--- src/rtl/mem_stage.sv ---
// mem_stage: pipeline stage 4 -- data memory access (SW/LW), branch/jump
// resolution and writeback hand-off. LW takes two cycles and raises STALL.
module mem_stage #(
  parameter int unsigned DEPTH  = 256,
  parameter int unsigned ADDR_W = 8
) (
  input  logic        CLK,
  input  logic        RST_N,
  input  logic        VALID_IN,
  input  logic [15:0] PCIN,
  input  logic [15:0] IRIN,
  input  logic [15:0] DATAIN,
  input  logic [15:0] ADDRIN,
  output logic        STALL,
  output logic        WB_EN,
  output logic [3:0]  WB_REG,
  output logic [15:0] WB_DATA,
  output logic        BR_TAKEN,
  output logic [15:0] BR_TARGET,
  output logic [15:0] PCOUT,
  output logic [15:0] IROUT
);

  localparam logic [3:0] OP_ADD  = 4'h0;
  localparam logic [3:0] OP_SUB  = 4'h1;
  localparam logic [3:0] OP_SLT  = 4'h2;
  localparam logic [3:0] OP_AND  = 4'h3;
  localparam logic [3:0] OP_OR   = 4'h4;
  localparam logic [3:0] OP_ADDI = 4'h5;
  localparam logic [3:0] OP_JUMP = 4'h6;
  localparam logic [3:0] OP_SW   = 4'h7;
  localparam logic [3:0] OP_LW   = 4'h8;
  localparam logic [3:0] OP_BEQ  = 4'h9;

  typedef enum logic {
    IDLE = 1'b0,
    LOAD = 1'b1
  } state_t;

  state_t            state_q, state_d;
  logic [15:0]       mem [DEPTH];
  logic [ADDR_W-1:0] ld_addr_q;
  logic [15:0]       ld_pc_q, ld_ir_q;

  logic [3:0]        op_c;
  logic [ADDR_W-1:0] addr_c;
  logic              mem_we_c, ld_capture_c;
  logic              stall_d, wb_en_d, br_taken_d;
  logic [3:0]        wb_reg_d;
  logic [15:0]       wb_data_d, br_target_d, pc_d, ir_d;
  logic              unused_addr_hi;

  assign op_c           = IRIN[15:12];
  assign addr_c         = ADDRIN[ADDR_W-1:0];
  assign unused_addr_hi = ^ADDRIN[15:ADDR_W];

  // State register
  always_ff @(posedge CLK or negedge RST_N) begin
    if (!RST_N) state_q <= IDLE;
    else        state_q <= state_d;
  end

  // Next state, memory strobes and next output values
  always_comb begin
    state_d      = state_q;
    mem_we_c     = 1'b0;
    ld_capture_c = 1'b0;
    stall_d      = 1'b0;
    wb_en_d      = 1'b0;
    wb_reg_d     = 4'h0;
    wb_data_d    = 16'h0000;
    br_taken_d   = 1'b0;
    br_target_d  = 16'h0000;
    pc_d         = 16'h0000;
    ir_d         = 16'h0000;
    unique case (state_q)
      IDLE: begin
        if (VALID_IN) begin
          pc_d = PCIN;
          ir_d = IRIN;
          case (op_c)
            OP_ADD, OP_SUB, OP_SLT, OP_AND, OP_OR, OP_ADDI: begin
              wb_en_d   = 1'b1;
              wb_reg_d  = IRIN[11:8];
              wb_data_d = DATAIN;
            end
            OP_SW: mem_we_c = 1'b1;
            OP_BEQ: begin
              br_taken_d  = (DATAIN == 16'hFFFF);
              br_target_d = (DATAIN == 16'hFFFF) ? ADDRIN : 16'h0000;
            end
            OP_JUMP: begin
              br_taken_d  = 1'b1;
              br_target_d = DATAIN;
            end
            OP_LW: begin
              // Nothing retires this cycle; the load reports next cycle
              pc_d         = 16'h0000;
              ir_d         = 16'h0000;
              ld_capture_c = 1'b1;
              stall_d      = 1'b1;
              state_d      = LOAD;
            end
            default: ;
          endcase
        end
      end
      LOAD: begin
        wb_en_d   = 1'b1;
        wb_reg_d  = ld_ir_q[11:8];
        wb_data_d = mem[ld_addr_q];
        pc_d      = ld_pc_q;
        ir_d      = ld_ir_q;
        state_d   = IDLE;
      end
      default: state_d = IDLE;
    endcase
  end

  // Registered outputs
  always_ff @(posedge CLK or negedge RST_N) begin
    if (!RST_N) begin
      STALL     <= 1'b0;
      WB_EN     <= 1'b0;
      WB_REG    <= 4'h0;
      WB_DATA   <= 16'h0000;
      BR_TAKEN  <= 1'b0;
      BR_TARGET <= 16'h0000;
      PCOUT     <= 16'h0000;
      IROUT     <= 16'h0000;
    end else begin
      STALL     <= stall_d;
      WB_EN     <= wb_en_d;
      WB_REG    <= wb_reg_d;
      WB_DATA   <= wb_data_d;
      BR_TAKEN  <= br_taken_d;
      BR_TARGET <= br_target_d;
      PCOUT     <= pc_d;
      IROUT     <= ir_d;
    end
  end

  // Load context latched at LW acceptance
  always_ff @(posedge CLK or negedge RST_N) begin
    if (!RST_N) begin
      ld_addr_q <= '0;
      ld_pc_q   <= 16'h0000;
      ld_ir_q   <= 16'h0000;
    end else if (ld_capture_c) begin
      ld_addr_q <= addr_c;
      ld_pc_q   <= PCIN;
      ld_ir_q   <= IRIN;
    end
  end

  // Data memory write port; contents survive reset
  always_ff @(posedge CLK) begin
    if (mem_we_c) mem[addr_c] <= DATAIN;
  end

endmodule
--- config.mk ---
export PLATFORM = sky130hd
export DESIGN_NAME = mem_stage
export DESIGN_NICKNAME = d
export VERILOG_FILES = /design/src/rtl/mem_stage.sv
export SDC_FILE = /design/constraint.sdc
export NUM_CORES = 2
export LEC_CHECK = 0
export CAP_MARGIN = 20
export CORE_ASPECT_RATIO = 1.1
export CORE_MARGIN = 2
export CORE_UTILIZATION = 50
export DETAILED_ROUTE_END_ITERATION = 12
export HOLD_SLACK_MARGIN = 0.03
export PLACE_DENSITY = 0.72
export SETUP_SLACK_MARGIN = 0.3
export SLEW_MARGIN = 20
export SYNTH_ARGS = -nofsm -noshare
export SYNTH_HDL_FRONTEND = slang
export SYNTH_SLANG_ARGS = --single-unit
--- constraint.sdc ---
create_clock -name CLK -period 2.78 [get_ports CLK]
set_clock_uncertainty 0.05 [all_clocks]
set_input_delay 0.556 -clock CLK [delete_from_list [all_inputs] [get_ports CLK]]
set_output_delay 0.556 -clock CLK [all_outputs]
set_load 0.05 [all_outputs]
==> metrics.md <==
| Metric | Value |
|---|---|
| Pwr Density | `770 nW/um2` |
| # port buffers | `137` |
| Synth Flop Type | `edfxtp_1` |
| Site Rows | `220` |
| Crit share post-route | `122%` |
| Fin Hold WS | `38.1 ps` |
| Worst EP arrival | `4220 ps` |
| MaxCap Viol Count | `0` |
| WP buf/inv | `5` |
| Area leader, netlist | `edfxtp_1` |
| Class of the tightest hold or removal check | `in -> reg` |
| Die width | `549 um` |
| Initial antenna violation count | `27` |
| EDFF count, synth | `4096` |
| Critical-path cell list | `buf_12 > buf_12 > buf_16 > buf_12 > buf_16 > mux2i_2 > o221ai_4 > a21oi_2 > or3_4 > nor3_2 > nand4_1 > o211ai_2` |
| Die area | `331000 um2` |
| RSZ-0062 raised after global routing | `true` |
| Largest delay share family, worst path | `simple AND/OR/NAND/NOR gates` |
| Instance count of the mapped netlist | `7867` |
| Outcome | `finished with violations` |
| Synth top area share | `75.4%` |
| CTS root buffer | `clkbuf_16` |
| Area grow syn2layout | `22.6%` |
| CP most frequent cell | `buf_12` |
| Worst-Skew Late Latency | `970 ps` |
| Fmax | `294 MHz` |
| Synth top cells by count | `edfxtp_1 (4096), mux4_2 (621), mux2i_1 (616)` |
| Syn Nets | `7934` |
| Worst slack at placement | `-1320 ps` |
| Maximum VDD drop | `0.000591 V` |
| Post-DP Area | `182000 um2` |
| Avg Synthesized Cell Area | `20.7 um2` |
| Post-layout min period | `3400 ps` |
| CP required | `3600 ps` |
| Rel. slew slack | `6.05%` |
| First-pass GRT wire length | `649 mm` |
| Design Power | `154 mW` |
| Startpoint types | `flip-flop` |
| Height of the die | `603 um` |
| Distinct cells, synth | `82` |
| Residual DRC | `0` |
| Setup-failing EPs final | `16` |
| Failing checks | `negative setup slack` |
| Overflow after GRT | `0` |
| Most frequent cell after synthesis | `edfxtp_1` |
| Core outline area | `326000 um2` |
| Ys Warns | `0` |
| Initial DRT Pass Iterations | `9` |
| Worst Path Max Fanout | `13` |
| Antenna-violating nets left | `0` |
| Area contributors post-synth | `edfxtp_1 (75%), mux4_2 (8.6%), mux2i_1 (3.8%)` |
| Final slew viol count | `0` |
| Via count | `88900` |
| Slowest stage delay, CP | `500 ps` |
| Clock sinks | `4207` |
| #FFs+latches synth | `4207` |
| Nets@finish | `9364` |
| Final worst-path setup slack | `-623 ps` |
| Initial Utilization | `50.1%` |
| Crit-path slowest cell | `dfrtp_4` |
| WS Path Type | `reg -> reg` |
| RD Place Congestion | `0.925` |
| CTS tree | `done` |
| Routed wire length per instance | `33.0 um` |
| Cell area after synthesis | `163000 um2` |
| H-tree depth | `5` |
| Ratio of cells with drive above 1 in the final layout | `33.5%` |
| Final Hold Fails | `0` |
| CP Capture Type | `flip-flop` |
| HPWL after DPL | `280 mm` |
| Bufs on Longest Clock Path | `4` |
| Asr flop ratio synth | `2.64%` |
| Fillers | `21200` |
| Vias in the first global route | `88600` |
| Leakage | `65.7 nW` |
| Register area share after synthesis | `77.1%` |
| Total Wirelength | `461 mm` |
| Vias per std cell | `6.36` |
| # IOs | `138` |
| CTS buffer count | `405` |
| Fin area | `200000 um2` |
| Worst slew pin tran | `1410 ps` |
| CTS clock-pin slew for the worst setup and hold paths | `70 ps` |
| Total GRT Usage | `27.4%` |
| DRT iter0 DRCs | `12700` |
| Largest net degree at the start of global routing | `205` |
worst register-to-register path, stage by stage, from the launching register on:
cell and delay (ps):
dfrtp_4 500, buf_12 160, buf_12 160, buf_16 160, buf_12 140, buf_16 150
mux2i_2 250, o221ai_4 280, a21oi_2 110, or3_4 380, nor3_2 190, nand4_1 450
o211ai_2 340
path summary, 6_finish.rpt:
kind / start / endpoint / slack [ps] / cells past startpoint
max in group asynchronous: RST_N / ld_addr_q[2] / 1580 / 2
setup reg to reg: ld_addr_q[0] / WB_DATA[1] / -620 / 12
hold / removal: DATAIN[10] / mem[10][10] / 40 / 2
setup / recovery: ld_addr_q[0] / WB_DATA[1] / -620 / 12
min in group asynchronous: RST_N / ld_pc_q[15] / 230 / 2
hold reg to reg: ld_ir_q[13] / IROUT[13] / 430 / 2
cells by family after synthesis:
family | count (synthesis) | share of synthesized area (%)
DFF | 4207 | 77.1
muxes | 1359 | 14.2
and+or+nand+nor | 917 | 2.40
AOI/OAI and AO/OA | 904 | 3.96
buffers and inverters | 480 | 2.36
placed cells by master, fill, tap and decap left out, types with 65 or more instances in the layout:
master	count
a22oi_1	114
buf_6	71
o221ai_1	81
clkbuf_1	84
buf_4	783
o22ai_1	171
o21ai_0	65
clkinv_2	67
nor2_1	81
a21oi_1	77
mux4_2	631
buf_12	442
dfrtp_1	102
clkbuf_16	415
mux2i_1	595
clkinv_1	93
nor2_4	112
mux4_1	103
edfxtp_1	4096
nor2_2	132
nand2_1	341
per-layer routing:
layer	wire length, um	global-route usage (%)	vias up
met2	220000	43.5	5874
met4	26700	13.6	20
met1	164000	36.6	46200
met5	135	0	-
li1	-	-	35800
met3	49900	5.27	1024
sequential cells by signal, indices dropped and copies added (netlist names):
register / count
ld_addr_q: 8
WB_DATA: 16
WB_EN: 1
STALL: 1
mem: 4096
WB_REG: 4
BR_TAKEN: 1
IROUT: 16
ld_ir_q: 16
BR_TARGET: 16
PCOUT: 16
ld_pc_q: 16
timing repair:
item,4_1_cts,5_1_grt
buffers inserted,70,54
cloned,27,5
hold buffers,3,0
gates resized for setup,675,164
endpoints found under the hold margin,94,0
pin swaps,109,75
setup endpoints to repair,1191,2180
stage by stage:
stage	utilization, %	TNS, ps	cells
2_1_floorplan	-	-31520	7867
3_3_place_gp	55.8	-1082430	13100
3_5_place_dp	55.9	-1196210	13100
4_1_cts	61.1	-4840	13900
5_1_grt	61.5	-6760	14000
6_report	61.5	-6590	14000
where the power goes:
part           leakage (nW)  switching, mW  total, mW  internal (mW)
clock network          6.47           23.8       55.3           31.5
registers              38.2          0.150       69.9           69.7
logic                  21.0           16.0       28.9           12.9
total                  65.7           40.0        154            114
area by class of cell:
| class | instances | area, um2 | area share (%) |
|---|---|---|---|
| Antenna cell | 5 | 12.5 | 0.00625 |
| Clock inverter | 240 | 2580 | 1.29 |
| Multi-Input combinational cell | 3180 | 37000 | 18.5 |
| Inverter | 4 | 22.5 | 0.0113 |
| Tap cell | 4329 | 5420 | 2.71 |
| Timing Repair Buffer | 1499 | 18600 | 9.29 |
| Sequential cell | 4207 | 126000 | 62.8 |
| Clock buffer | 504 | 10700 | 5.36 |
Power figures use the tool's default switching activity.
